**config.mk**
```make
export PLATFORM = sky130hd
export DESIGN_NAME = multicycle_control
export DESIGN_NICKNAME = d
export VERILOG_FILES = /design/src/rtl/multicycle_control_pkg.sv /design/src/rtl/mc_wait_timer.sv /design/src/rtl/multicycle_control.sv
export SDC_FILE = /design/constraint.sdc
export NUM_CORES = 1
export LEC_CHECK = 0
export CORE_ASPECT_RATIO = 1.2
export CORE_UTILIZATION = 56
export CTS_BUF_LIST = sky130_fd_sc_hd__clkbuf_8
export CTS_CLUSTER_DIAMETER = 100
export CTS_CLUSTER_SIZE = 14
export DETAILED_ROUTE_END_ITERATION = 6
export PLACE_DENSITY = 0.92
export SYNTH_ARGS = -nofsm -noshare
export SYNTH_HDL_FRONTEND = slang
export SYNTH_HIERARCHICAL = 1
export SYNTH_SLANG_ARGS = --single-unit
export TNS_END_PERCENT = 100
```
**constraint.sdc**
```tcl
create_clock -name clk -period 5.3 [get_ports clk]
set_clock_uncertainty 0.05 [all_clocks]
set_input_delay 1.06 -clock clk [delete_from_list [all_inputs] [get_ports clk]]
set_output_delay 1.06 -clock clk [all_outputs]
set_load 0.02 [all_outputs]
```
**src/rtl/multicycle_control_pkg.sv**
```systemverilog
`default_nettype none
// ============================================================================
// Module   : multicycle_control_pkg
// Purpose  : Shared definitions for the multicycle controller. Holds the FSM
//            state encoding, instruction opcodes, ALU operation codes, the
//            alu_src_b / pc_src / reg_dst select encodings, and the decode
//            helper functions.
// Revision : 1.0 - initial release
// ============================================================================
package multicycle_control_pkg;

  typedef enum logic [3:0] {
    S_FETCH    = 4'd0,
    S_DECODE   = 4'd1,
    S_MEM_ADDR = 4'd2,
    S_MEM_RD   = 4'd3,
    S_MEM_WB   = 4'd4,
    S_MEM_WR   = 4'd5,
    S_EXEC_R   = 4'd6,
    S_RWB      = 4'd7,
    S_EXEC_I   = 4'd8,
    S_IWB      = 4'd9,
    S_BRANCH   = 4'd10,
    S_JUMP     = 4'd11,
    S_TRAP     = 4'd12
  } state_t;

  // Instruction opcodes
  localparam logic [5:0] OP_RTYPE = 6'd0;
  localparam logic [5:0] OP_J     = 6'd2;
  localparam logic [5:0] OP_JAL   = 6'd3;
  localparam logic [5:0] OP_BEQ   = 6'd4;
  localparam logic [5:0] OP_BNE   = 6'd5;
  localparam logic [5:0] OP_ADDI  = 6'd8;
  localparam logic [5:0] OP_SLTI  = 6'd10;
  localparam logic [5:0] OP_SLTIU = 6'd11;
  localparam logic [5:0] OP_ANDI  = 6'd12;
  localparam logic [5:0] OP_ORI   = 6'd13;
  localparam logic [5:0] OP_XORI  = 6'd14;
  localparam logic [5:0] OP_LUI   = 6'd15;
  localparam logic [5:0] OP_LW    = 6'd35;
  localparam logic [5:0] OP_SW    = 6'd43;

  // ALU operation codes (4-bit native, zero-extended to the port width)
  localparam logic [3:0] ALU_ADD  = 4'd1;   // also used for PC+4 and branch target
  localparam logic [3:0] ALU_AND  = 4'd2;
  localparam logic [3:0] ALU_OR   = 4'd3;
  localparam logic [3:0] ALU_XOR  = 4'd4;
  localparam logic [3:0] ALU_BEQ  = 4'd5;
  localparam logic [3:0] ALU_BNE  = 4'd6;
  localparam logic [3:0] ALU_SLT  = 4'd7;
  localparam logic [3:0] ALU_SLTU = 4'd8;
  localparam logic [3:0] ALU_LUI  = 4'd9;
  localparam logic [3:0] ALU_LW   = 4'd10;
  localparam logic [3:0] ALU_SW   = 4'd11;
  localparam logic [3:0] ALU_J    = 4'd12;
  localparam logic [3:0] ALU_JAL  = 4'd13;
  localparam logic [3:0] ALU_R    = 4'd15;

  // alu_src_b select
  localparam logic [1:0] SRCB_B       = 2'd0;
  localparam logic [1:0] SRCB_FOUR    = 2'd1;
  localparam logic [1:0] SRCB_IMM     = 2'd2;
  localparam logic [1:0] SRCB_IMM_SH2 = 2'd3;

  // pc_src select
  localparam logic [1:0] PCSRC_ALU    = 2'd0;
  localparam logic [1:0] PCSRC_ALUOUT = 2'd1;
  localparam logic [1:0] PCSRC_JUMP   = 2'd2;

  // reg_dst select
  localparam logic [1:0] REGDST_RT  = 2'd0;
  localparam logic [1:0] REGDST_RD  = 2'd1;
  localparam logic [1:0] REGDST_R31 = 2'd2;

  // ALU operation for an immediate-format arithmetic/logic instruction.
  function automatic logic [3:0] itype_alu_op(input logic [5:0] op);
    logic [3:0] code;
    case (op)
      OP_ADDI:  code = ALU_ADD;
      OP_ANDI:  code = ALU_AND;
      OP_ORI:   code = ALU_OR;
      OP_XORI:  code = ALU_XOR;
      OP_SLTI:  code = ALU_SLT;
      OP_SLTIU: code = ALU_SLTU;
      OP_LUI:   code = ALU_LUI;
      default:  code = 4'd0;
    endcase
    return code;
  endfunction

  // First execution state for a freshly fetched opcode.
  function automatic state_t dispatch_state(input logic [5:0] op);
    state_t nxt;
    case (op)
      OP_RTYPE:                              nxt = S_EXEC_R;
      OP_ADDI, OP_SLTI, OP_SLTIU, OP_ANDI,
      OP_ORI, OP_XORI, OP_LUI:               nxt = S_EXEC_I;
      OP_LW, OP_SW:                          nxt = S_MEM_ADDR;
      OP_BEQ, OP_BNE:                        nxt = S_BRANCH;
      OP_J, OP_JAL:                          nxt = S_JUMP;
      default:                               nxt = S_TRAP;
    endcase
    return nxt;
  endfunction

endpackage
`default_nettype wire

```
**src/rtl/mc_wait_timer.sv**
```systemverilog
`default_nettype none
// ============================================================================
// Module   : mc_wait_timer
// Purpose  : Counts memory wait cycles and flags the cycle on which the
//            MEM_TIMEOUT-th consecutive wait occurs.
// Ports    : clk     - clock
//            rst     - asynchronous active-high reset
//            clear   - restart the count (state is being entered/left)
//            tick    - this cycle is a wait cycle (request pending, not ready)
//            expired - this wait cycle is the MEM_TIMEOUT-th one
// Revision : 1.0 - initial release
// ============================================================================
module mc_wait_timer #(
  parameter int MEM_TIMEOUT = 16
) (
  input  logic clk,
  input  logic rst,
  input  logic clear,
  input  logic tick,
  output logic expired
);

  // Count only has to reach MEM_TIMEOUT-1; the next tick is the expiry.
  localparam int COUNT_W = (MEM_TIMEOUT > 1) ? $clog2(MEM_TIMEOUT) : 1;

  logic [COUNT_W-1:0] r_count;

  always_ff @(posedge clk or posedge rst) begin
    if (rst) begin
      r_count <= '0;
    end else if (clear) begin
      r_count <= '0;
    end else if (tick) begin
      r_count <= r_count + COUNT_W'(1);
    end
  end

  assign expired = tick && (r_count == COUNT_W'(MEM_TIMEOUT - 1));

endmodule
`default_nettype wire

```
**src/rtl/multicycle_control.sv**
```systemverilog
`default_nettype none
// ============================================================================
// Module   : multicycle_control
// Purpose  : Control FSM for a multicycle MIPS-style datapath. Moore outputs
//            decoded from the current state and the opcode latched in DECODE;
//            ir_write/pc_write and the retire count are additionally qualified
//            by mem_ready or zero. Memory waits are bounded by a timeout that
//            drops the FSM into a sticky TRAP state.
// Ports    : clk, rst (async, active-high)
//            opcode, zero, mem_ready            - datapath status inputs
//            mem_req, mem_we, iord, ir_write,
//            pc_write, reg_write, mem_to_reg,
//            alu_src_a                          - 1-bit strobes / selects
//            reg_dst, alu_src_b, pc_src         - 2-bit selects
//            alu_op                             - ALU operation (zero-extended)
//            state                              - current state, debug
//            trap                               - sticky error flag
//            instr_count                        - retired instruction count
// Revision : 1.0 - initial release
// ============================================================================
module multicycle_control
  import multicycle_control_pkg::*;
#(
  parameter int ALUOP_W     = 4,   // must be >= 4
  parameter int CNT_W       = 32,
  parameter int MEM_TIMEOUT = 16
) (
  input  logic               clk,
  input  logic               rst,
  input  logic [5:0]         opcode,
  input  logic               zero,
  input  logic               mem_ready,
  output logic               mem_req,
  output logic               mem_we,
  output logic               iord,
  output logic               ir_write,
  output logic               pc_write,
  output logic               reg_write,
  output logic               mem_to_reg,
  output logic               alu_src_a,
  output logic [1:0]         reg_dst,
  output logic [1:0]         alu_src_b,
  output logic [1:0]         pc_src,
  output logic [ALUOP_W-1:0] alu_op,
  output logic [3:0]         state,
  output logic               trap,
  output logic [CNT_W-1:0]   instr_count
);

  state_t             r_state;
  state_t             w_next_state;
  logic [5:0]         r_opcode;
  logic [3:0]         w_alu_code;
  logic               w_retire;
  logic               w_wait_state;
  logic               w_tick;
  logic               w_clear;
  logic               w_expired;
  logic [CNT_W-1:0]   r_instr_count;

  // --------------------------------------------------------------------------
  // Wait timer: only states that hold mem_req high may wait, so mem_ready is
  // never looked at elsewhere. The count restarts whenever the state changes.
  // --------------------------------------------------------------------------
  assign w_wait_state = (r_state == S_FETCH) || (r_state == S_MEM_RD) ||
                        (r_state == S_MEM_WR);
  assign w_tick       = w_wait_state && !mem_ready;
  assign w_clear      = (w_next_state != r_state);

  mc_wait_timer #(
    .MEM_TIMEOUT (MEM_TIMEOUT)
  ) u_wait_timer (
    .clk     (clk),
    .rst     (rst),
    .clear   (w_clear),
    .tick    (w_tick),
    .expired (w_expired)
  );

  // --------------------------------------------------------------------------
  // State register
  // --------------------------------------------------------------------------
  always_ff @(posedge clk or posedge rst) begin
    if (rst) begin
      r_state <= S_FETCH;
    end else begin
      r_state <= w_next_state;
    end
  end

  // Opcode is captured in DECODE so later states are immune to IR changes.
  always_ff @(posedge clk or posedge rst) begin
    if (rst) begin
      r_opcode <= '0;
    end else if (r_state == S_DECODE) begin
      r_opcode <= opcode;
    end
  end

  always_ff @(posedge clk or posedge rst) begin
    if (rst) begin
      r_instr_count <= '0;
    end else if (w_retire) begin
      r_instr_count <= r_instr_count + CNT_W'(1);
    end
  end

  // --------------------------------------------------------------------------
  // Next-state logic. DECODE dispatches on the live opcode, which is the
  // same value being latched on this edge.
  // --------------------------------------------------------------------------
  always_comb begin
    w_next_state = r_state;
    case (r_state)
      S_FETCH: begin
        if (mem_ready)      w_next_state = S_DECODE;
        else if (w_expired) w_next_state = S_TRAP;
      end
      S_DECODE:   w_next_state = dispatch_state(opcode);
      S_MEM_ADDR: w_next_state = (r_opcode == OP_LW) ? S_MEM_RD : S_MEM_WR;
      S_MEM_RD: begin
        if (mem_ready)      w_next_state = S_MEM_WB;
        else if (w_expired) w_next_state = S_TRAP;
      end
      S_MEM_WR: begin
        if (mem_ready)      w_next_state = S_FETCH;
        else if (w_expired) w_next_state = S_TRAP;
      end
      S_EXEC_R:   w_next_state = S_RWB;
      S_EXEC_I:   w_next_state = S_IWB;
      S_MEM_WB,
      S_RWB,
      S_IWB,
      S_BRANCH,
      S_JUMP:     w_next_state = S_FETCH;
      S_TRAP:     w_next_state = S_TRAP;
      default:    w_next_state = S_TRAP;
    endcase
  end

  // --------------------------------------------------------------------------
  // Output decode
  // --------------------------------------------------------------------------
  always_comb begin
    mem_req    = 1'b0;
    mem_we     = 1'b0;
    iord       = 1'b0;
    ir_write   = 1'b0;
    pc_write   = 1'b0;
    reg_write  = 1'b0;
    mem_to_reg = 1'b0;
    alu_src_a  = 1'b0;
    reg_dst    = REGDST_RT;
    alu_src_b  = SRCB_B;
    pc_src     = PCSRC_ALU;
    w_alu_code = 4'd0;
    trap       = 1'b0;
    w_retire   = 1'b0;
    case (r_state)
      S_FETCH: begin
        // IR load and PC+4 commit only on the cycle the fetch completes.
        mem_req    = 1'b1;
        alu_src_b  = SRCB_FOUR;
        w_alu_code = ALU_ADD;
        ir_write   = mem_ready;
        pc_write   = mem_ready;
      end
      S_DECODE: begin
        // Precompute the branch target into ALUOut.
        alu_src_b  = SRCB_IMM_SH2;
        w_alu_code = ALU_ADD;
      end
      S_MEM_ADDR: begin
        alu_src_a  = 1'b1;
        alu_src_b  = SRCB_IMM;
        w_alu_code = (r_opcode == OP_LW) ? ALU_LW : ALU_SW;
      end
      S_MEM_RD: begin
        mem_req = 1'b1;
        iord    = 1'b1;
      end
      S_MEM_WB: begin
        reg_write  = 1'b1;
        mem_to_reg = 1'b1;
        w_retire   = 1'b1;
      end
      S_MEM_WR: begin
        mem_req  = 1'b1;
        mem_we   = 1'b1;
        iord     = 1'b1;
        w_retire = mem_ready;
      end
      S_EXEC_R: begin
        alu_src_a  = 1'b1;
        w_alu_code = ALU_R;
      end
      S_RWB: begin
        reg_dst   = REGDST_RD;
        reg_write = 1'b1;
        w_retire  = 1'b1;
      end
      S_EXEC_I: begin
        alu_src_a  = 1'b1;
        alu_src_b  = SRCB_IMM;
        w_alu_code = itype_alu_op(r_opcode);
      end
      S_IWB: begin
        reg_dst   = REGDST_RT;
        reg_write = 1'b1;
        w_retire  = 1'b1;
      end
      S_BRANCH: begin
        alu_src_a  = 1'b1;
        pc_src     = PCSRC_ALUOUT;
        w_alu_code = (r_opcode == OP_BNE) ? ALU_BNE : ALU_BEQ;
        pc_write   = (r_opcode == OP_BNE) ? ~zero : zero;
        w_retire   = 1'b1;
      end
      S_JUMP: begin
        pc_src     = PCSRC_JUMP;
        pc_write   = 1'b1;
        w_alu_code = (r_opcode == OP_JAL) ? ALU_JAL : ALU_J;
        w_retire   = 1'b1;
        if (r_opcode == OP_JAL) begin
          // Link: write return address to r31.
          reg_write = 1'b1;
          reg_dst   = REGDST_R31;
        end
      end
      S_TRAP: begin
        trap = 1'b1;
      end
      default: begin
        trap = 1'b0;
      end
    endcase
  end

  assign alu_op      = ALUOP_W'(w_alu_code);
  assign state       = r_state;
  assign instr_count = r_instr_count;

endmodule
`default_nettype wire

```
==> Implementation_results.wiki, run 1 <==
{| class="wikitable"
! Metric !! Value
|-
| Fraction of synthesized cell area taken by the top area cell type || 40.7%
|-
| Number of warning messages in the yosys log || 6
|-
| Post-synthesis area per instance || 9.19 sq um
|-
| Final Instance Count excl. Fillers || 423
|-
| Wire length of the first global-routing pass || 10.7 mm
|-
| Share of synthesized area spent on multiplexers || 3.63%
|-
| Area fraction in compound gates after synthesis || 10.1%
|-
| Overall overflow remaining after global route || 0
|-
| # IOs || 65
|-
| Global route hottest layer || met2
|-
| Post-synth top flop || sky130_fd_sc_hd__dfrtp_1
|-
| Die Span Y || 79.9 microns
|-
| Sequential area share after synthesis || 40.7%
|-
| Synthesized-area fraction occupied by adder cells || 1.33%
|-
| Buffers & Inverters on Critical Path || 1
|-
| Async set or reset register ratio after synthesis || 100%
|-
| Cell type with the highest aggregate area in the netlist || sky130_fd_sc_hd__dfrtp_1
|-
| Number of antenna violations at the first check in global routing || 0
|-
| Critical Path End Type || primary output
|-
| Maximum vdd drop || 158 uV
|-
| Met3 Use GR || 3.29%
|-
| Number of setup buffers added after CTS || 0
|-
| Initial Utilization || 59.8%
|-
| Filler instances || 349
|-
| Most frequent standard cell in the layout excluding fill and tap cells || sky130_fd_sc_hd__clkdlybuf4s50_1
|-
| Synthesized net count || 321
|-
| Final layout net count || 377
|-
| Transition at the pin with the smallest max-transition slack || 1.06 ns
|-
| Cells after Synth || 308
|-
| Final standard cell utilization of the core || 76.1%
|-
| Dominant combinational cell family by area after synthesis || simple AND/OR/NAND/NOR gates
|-
| Total DRC errors in the routed layout || 0
|-
| Number of distinct library cells after synthesis || 51
|-
| Post-synthesis instance area || 0.00283 sq mm
|-
| Port buffer count || 64
|-
| Total die area || 0.00534 sq mm
|-
| Root buffer cell || sky130_fd_sc_hd__clkbuf_8
|-
| Total power consumption of the routed design || 624 uW
|-
| Diodes inserted || 0
|-
| Sink count of the clock tree || 46
|-
| Floorplan row count || 27
|-
| Post-place instance area || 0.00349 sq mm
|-
| Number of buffers inserted for hold repair after clock tree synthesis || 0
|-
| Grt met1 use || 33.0%
|-
| Tmin final || 3.86 ns
|-
| Global placer's final weighted congestion || 0.857
|-
| Layout overhead on the synthesized area || 27.1%
|-
| DP HPWL || 4.61 mm
|-
| Clock latency on the worst-skew pair || 0.30 ns
|-
| Clock tree buffer depth || 2
|-
| Series of cell instances along the critical path || nor2b_1 > and3_1 > a32oi_1 > o21ai_0 > clkdlybuf4s50_1
|-
| Finished Cell Area || 0.00360 sq mm
|-
| Cell types with the largest area share after synthesis || sky130_fd_sc_hd__dfrtp_1 41%, sky130_fd_sc_hd__xnor2_1 6.5%, sky130_fd_sc_hd__xor2_1 4.0%, sky130_fd_sc_hd__nand2_1 3.8%, sky130_fd_sc_hd__nor2_1 3.7%
|-
| Final routed wirelength across all metal layers || 6.44 mm
|-
| Data required time at the worst endpoint || 4.19 ns
|-
| Max transition margin || 29.1%
|-
| Post_cts resized || 0
|-
| H-tree level count || 2
|-
| Detailed-route via count || 2,545
|-
| Number of nets with antenna violations after detailed routing || 0
|-
| Number of instances in the placed design || 415
|-
| Sum of negative setup slack || 0 ns
|-
| Number of enable-type register cells in the synthesized netlist || 0
|-
| Share of final-layout standard cells stronger than drive strength 1 || 7.67%
|-
| Met2 usage in global routing || 45.2%
|-
| Fin. max-slew vios || 0
|-
| Arrival time of data at the critical path endpoint || 2.75 ns
|-
| Hold Vio Cnt, Final || 0
|-
| Max incr delay on CP || 0.82 ns
|-
| Classification of the worst setup path || reg -> out
|-
| FMAX || 259 MHz
|-
| Via count of the first global-routing pass || 2,365
|-
| Average detailed-routed wire length per instance || 15.2 microns
|-
| Outcome || finished clean
|-
| Top library cells by usage in the layout, fill and taps aside || 64 x sky130_fd_sc_hd__clkdlybuf4s50_1, 46 x sky130_fd_sc_hd__dfrtp_1, 29 x sky130_fd_sc_hd__nand2_1
|-
| Global-route usage over all layers || 26.2%
|-
| Top delay family on crit path || flip-flops
|-
| CTS clk-pin slew, worst paths || 0.08 ns
|-
| Total power density per cell area || 174 mW/mm^2
|-
| Number of clock buffers inserted by TritonCTS || 5
|-
| Share of the clock period used by the worst path after layout || 72.8%
|-
| TritonCTS clock tree || built
|-
| Placeable Area || 0.00473 sq mm
|-
| Type of the most critical hold path || reg -> reg
|-
| Number of failing setup endpoints in the final timing report || 0
|-
| Pin count of the biggest net entering global routing || 43
|-
| Post-synthesis xor/xnor area fraction || 11.1%
|-
| Simple-gate share of the synthesized area || 29.4%
|-
| Worst path slowest cell || sky130_fd_sc_hd__dfrtp_1
|-
| 1st-iter DRT viols || 179
|-
| Maximum fanout count along the critical path || 25
|-
| Number of maximum-capacitance violations || 0
|-
| Mean number of vias per cell || 6.02
|-
| Drt pass-1 iters || 5
|-
| Chip Width || 66.9 microns
|-
| Startpoint type of the worst setup path || flop
|-
| Number of synthesized register bits || 46
|-
| Reported leakage power || 1.53 nW
|-
| Unrepaired setup endpoints after global routing || false
|}
-- synth_stat cells (2+ instances only) --
cell / number
sky130_fd_sc_hd__nand2_1: 29
sky130_fd_sc_hd__clkbuf_1: 12
sky130_fd_sc_hd__a21oi_1: 9
sky130_fd_sc_hd__nor4bb_1: 2
sky130_fd_sc_hd__ha_1: 3
sky130_fd_sc_hd__nand3_1: 11
sky130_fd_sc_hd__xnor2_1: 21
sky130_fd_sc_hd__and3_1: 10
sky130_fd_sc_hd__and4_1: 8
sky130_fd_sc_hd__a31oi_1: 2
sky130_fd_sc_hd__a32oi_1: 3
sky130_fd_sc_hd__a211oi_1: 2
sky130_fd_sc_hd__and2_1: 3
sky130_fd_sc_hd__o211ai_1: 2
sky130_fd_sc_hd__nand2b_1: 8
sky130_fd_sc_hd__nand4_1: 12
sky130_fd_sc_hd__xor2_1: 13
sky130_fd_sc_hd__o31ai_1: 2
sky130_fd_sc_hd__nand3b_1: 2
sky130_fd_sc_hd__nor3_2: 5
sky130_fd_sc_hd__nor2_1: 28
sky130_fd_sc_hd__o21ai_0: 15
sky130_fd_sc_hd__mux2i_1: 2
sky130_fd_sc_hd__buf_2: 2
sky130_fd_sc_hd__dfrtp_1: 46
sky130_fd_sc_hd__mux2_2: 6
sky130_fd_sc_hd__nor4b_1: 3
sky130_fd_sc_hd__nor3_1: 12
sky130_fd_sc_hd__nor2b_1: 6
sky130_fd_sc_hd__inv_1: 8
-- cell families after synthesis --
logic type	after synthesis
adder cells (fa/ha/maj)	3
AND/OR/NAND/NOR	146
multiplexers	9
XOR/XNOR	35
AO/OA/AOI/OAI	44
flip-flops	46
buffers and inverters	25
-- registers in the layout, indices dropped and copies added, names as in the netlist --
signal,cells
instr_count,32
r_opcode,6
state,4
u_wait_timer/r_count,4
-- report_power, final --
group          leakage, nW  switching [mW]  internal [mW]
logic                0.845          0.0160         0.0107
registers            0.626        0.000671          0.351
clock network       0.0575           0.114          0.132
total                 1.53           0.131          0.493
-- metal layers --
metal	share of wire (%)	wire, microns	up-vias
met3	5.3	343	12
met2	50	3250	108
met4	2.2	140	0
met5	0	0	-
met1	42	2710	1217
li1	-	-	1208
-- cell type report --
cell class	instances	area, sq um	area share, %
Multi-Input combinational cell	237	1580	43.9
Sequential cell	46	1150	32.0
Timing Repair Buffer	66	656	18.2
Clock buffer	8	110	3.06
Tap cell	58	72.6	2.02
Inverter	8	30.0	0.835
-- worst paths after layout --
path / cells after the start / to / slack (ns) / from
worst max-delay path: 5 / alu_op[2] / 1.44 / state[3]
worst min-delay path: 1 / instr_count[4] / 0.44 / instr_count[4]
worst max register to register: 11 / u_wait_timer/r_count[3] / 1.96 / state[1]
worst min register to register: 1 / instr_count[4] / 0.44 / instr_count[4]
max in group asynchronous: 3 / instr_count[15] / 3.68 / rst
min in group asynchronous: 2 / u_wait_timer/r_count[2] / 0.92 / rst
-- through the flow --
step | hold WS (ns) | worst slack, ns
6_report | 0.442 | 1.44
5_1_grt | 0.458 | 1.26
4_1_cts | 0.443 | 1.48
3_5_place_dp | 0.425 | 1.58
3_3_place_gp | 0.412 | 1.62
2_1_floorplan | 0.446 | 2.28
No activity file was read; power rests on OpenSTA's default activity.
==> run 2, diff against run 1 <==
CORE_UTILIZATION = 52   (was 56)
PLACE_DENSITY = 0.86   (was 0.92)
clock period = 3.6 ns   (was 5.3 ns; I/O delays follow)
==> run 2 against run 1 <==
Net effect: critical endpoint is now alu_src_b[1]; core utilization fell by 7.1 points; flip-flop and latch count did not move; sequential power rose by 47%; clock power rose by 24%; first-iteration DRC count fell by 6.1%; non-clock buffer count rose by 7; register-to-register slack got worse by 1.2 ns; worst hold slack got worse by 0.015 ns; critical path type unchanged; power rose by 38%.
==> Implementation_results.wiki, run 2 (synthesis gave the netlist of run 1 again) <==
{| class="wikitable"
! Metric !! Value
|-
| Outcome || finished clean
|-
| Slack of the worst reg-to-reg path || 0.72 ns
|-
| Total power density per cell area || 238 mW/mm^2
|-
| Most frequent standard cell in the layout excluding fill and tap cells || sky130_fd_sc_hd__clkdlybuf4s50_1
|-
| Number of clock buffers inserted by TritonCTS || 5
|-
| Share of final-layout standard cells stronger than drive strength 1 || 8.92%
|-
| Number of antenna violations at the first check in global routing || 0
|-
| Total die area || 0.00574 sq mm
|-
| Hold Vio Cnt, Final || 0
|-
| Met3 Use GR || 3.52%
|-
| Global route hottest layer || met2
|-
| Filler instances || 429
|-
| TritonCTS clock tree || built
|-
| Via count of the first global-routing pass || 2,420
|-
| WP depth || 6
|-
| DP HPWL || 4.81 mm
|-
| H-tree level count || 2
|-
| 1st-iter DRT viols || 168
|-
| Detailed-route via count || 2,515
|-
| Critical Path End Type || primary output
|-
| Capture endpoint of the worst hold path || instr_count[31]
|-
| Maximum fanout count along the critical path || 21
|-
| Data required time at the worst endpoint || 2.83 ns
|-
| Grt met1 use || 30.6%
|-
| Max transition margin || 52.9%
|-
| Reported leakage power || 1.55 nW
|-
| Pin count of the biggest net entering global routing || 43
|-
| Port buffer count || 64
|-
| Clock latency on the worst-skew pair || 0.29 ns
|-
| FMAX || 323 MHz
|-
| Depth of the worst register-to-register path || 11
|-
| Drt pass-1 iters || 4
|-
| Top library cells by usage in the layout, fill and taps aside || 64 x sky130_fd_sc_hd__clkdlybuf4s50_1, 46 x sky130_fd_sc_hd__dfrtp_1, 29 x sky130_fd_sc_hd__nand2_1
|-
| Overall overflow remaining after global route || 0
|-
| Global placer's final weighted congestion || 0.951
|-
| Buffers & Inverters on Critical Path || 2
|-
| Maximum vdd drop || 276 uV
|-
| Multi-input gate area in the final layout || 0.00158 sq mm
|-
| Layout overhead on the synthesized area || 28.2%
|-
| Sum of negative setup slack || 0 ns
|-
| Final layout net count || 384
|-
| Number of nets with antenna violations after detailed routing || 0
|-
| Number of stages on the worst hold path || 1
|-
| Initial Utilization || 53.8%
|-
| Transition at the pin with the smallest max-transition slack || 0.701 ns
|-
| Max incr delay on CP || 0.65 ns
|-
| Min-delay src || instr_count[31]
|-
| Average detailed-routed wire length per instance || 15.1 microns
|-
| Number of setup buffers added after CTS || 0
|-
| Flip-flop count of the largest register, all copies and words added || 32
|-
| Mean number of vias per cell || 5.82
|-
| Share of the clock period used by the worst path after layout || 86.1%
|-
| Number of failing setup endpoints in the final timing report || 0
|-
| Wire length of the first global-routing pass || 11.2 mm
|-
| Number of buffers inserted for hold repair after clock tree synthesis || 0
|-
| Floorplan row count || 29
|-
| Register area || 0.00115 sq mm
|-
| Chip Width || 69.3 microns
|-
| Tmin final || 3.10 ns
|-
| Total DRC errors in the routed layout || 0
|-
| Fin. max-slew vios || 0
|-
| Final routed wirelength across all metal layers || 6.52 mm
|-
| Endpoint of the worst register-to-register path || u_wait_timer/r_count[3]
|-
| Post_cts resized || 0
|-
| Arrival time of data at the critical path endpoint || 2.33 ns
|-
| Die Span Y || 82.8 microns
|-
| CTS clk-pin slew, worst paths || 0.08 ns
|-
| Met2 usage in global routing || 39.5%
|-
| Unrepaired setup endpoints after global routing || false
|-
| Worst R2R Start || state[1]
|-
| Top delay family on crit path || buffers and inverters
|-
| # IOs || 65
|-
| Type of the most critical hold path || reg -> reg
|-
| Min Hold Slack || 0.427 ns
|-
| Classification of the worst setup path || reg -> out
|-
| Global-route usage over all layers || 23.6%
|-
| Clock tree buffer depth || 2
|-
| Placeable Area || 0.00526 sq mm
|-
| Root buffer cell || sky130_fd_sc_hd__clkbuf_8
|-
| Diodes inserted || 0
|-
| Startpoint type of the worst setup path || flop
|-
| Sink count of the clock tree || 46
|-
| Series of cell instances along the critical path || buf_4 > nand2b_1 > a21oi_1 > a21oi_1 > nor2_1 > clkdlybuf4s50_1
|-
| Cell seen most often among critical-path stages || sky130_fd_sc_hd__a21oi_1
|-
| Worst path slowest cell || sky130_fd_sc_hd__dfrtp_1
|-
| Number of maximum-capacitance violations || 0
|}
[run 2: changes by cell type in the layout (fill, tap and decap cells not counted), sizes merged]
| cell | previous run | this run |
|---|---|---|
| buf | 2 | 9 |
| clkbuf | 8 | 6 |
[run 2: worst register-to-register path, stage by stage, from the launching register on]
cell and delay [ns]:
sky130_fd_sc_hd__dfrtp_1 0.80, sky130_fd_sc_hd__buf_4 0.30, sky130_fd_sc_hd__nor3_1 0.06, sky130_fd_sc_hd__a21oi_1 0.19, sky130_fd_sc_hd__nor3_1 0.08, sky130_fd_sc_hd__and4_1 0.25, sky130_fd_sc_hd__o31ai_1 0.22, sky130_fd_sc_hd__o31ai_1 0.13
sky130_fd_sc_hd__o21ai_0 0.16, sky130_fd_sc_hd__nand4_1 0.24, sky130_fd_sc_hd__nor2b_1 0.19, sky130_fd_sc_hd__mux2_4 0.15
[run 2: metal layers]
metal,vias up,wire length [microns]
met2,78,3270
li1,1222,-
met1,1202,2850
met3,13,249
met5,-,0
met4,0,151
[run 2: how the worst max path moves through the flow]
| stage | from | to |
|---|---|---|
| after floorplan | state[1] | alu_op[2] |
| after global placement | mem_ready | pc_write |
| after detailed placement | mem_ready | pc_write |
| after CTS | state[1] | alu_src_b[1] |
| after global routing | r_opcode[2] | alu_op[0] |
| final | state[1] | alu_src_b[1] |
[run 2: layout make-up]
cell class	count	share of cell area [%]
inverter	8	0.828
timing repair buffer	73	19.5
clock buffer	6	2.28
sequential	46	31.7
tap	62	2.14
multi-input combinational	237	43.5
[run 2: report_power, final]
| group | switching (mW) | internal, mW |
|---|---|---|
| Clock | 0.158 | 0.148 |
| Sequential | 0.000962 | 0.517 |
| Combinational | 0.0241 | 0.0159 |
| Total | 0.183 | 0.681 |
[run 2: stage by stage]
stage | worst slack (ns) | power [mW] | cell area (sq um) | util, % | std cells
CTS | 0.491 | 0.875 | 3630 | 68.9 | 432
global route | 0.339 | 0.897 | 3630 | 68.9 | 432
finish | 0.500 | 0.864 | 3630 | 68.9 | 432
detailed placement | 0.580 | 0.568 | 3540 | 67.4 | 426
global placement | 0.592 | 0.567 | 3540 | 67.4 | 426
floorplan | 0.916 | 0.548 | 2830 | - | 308
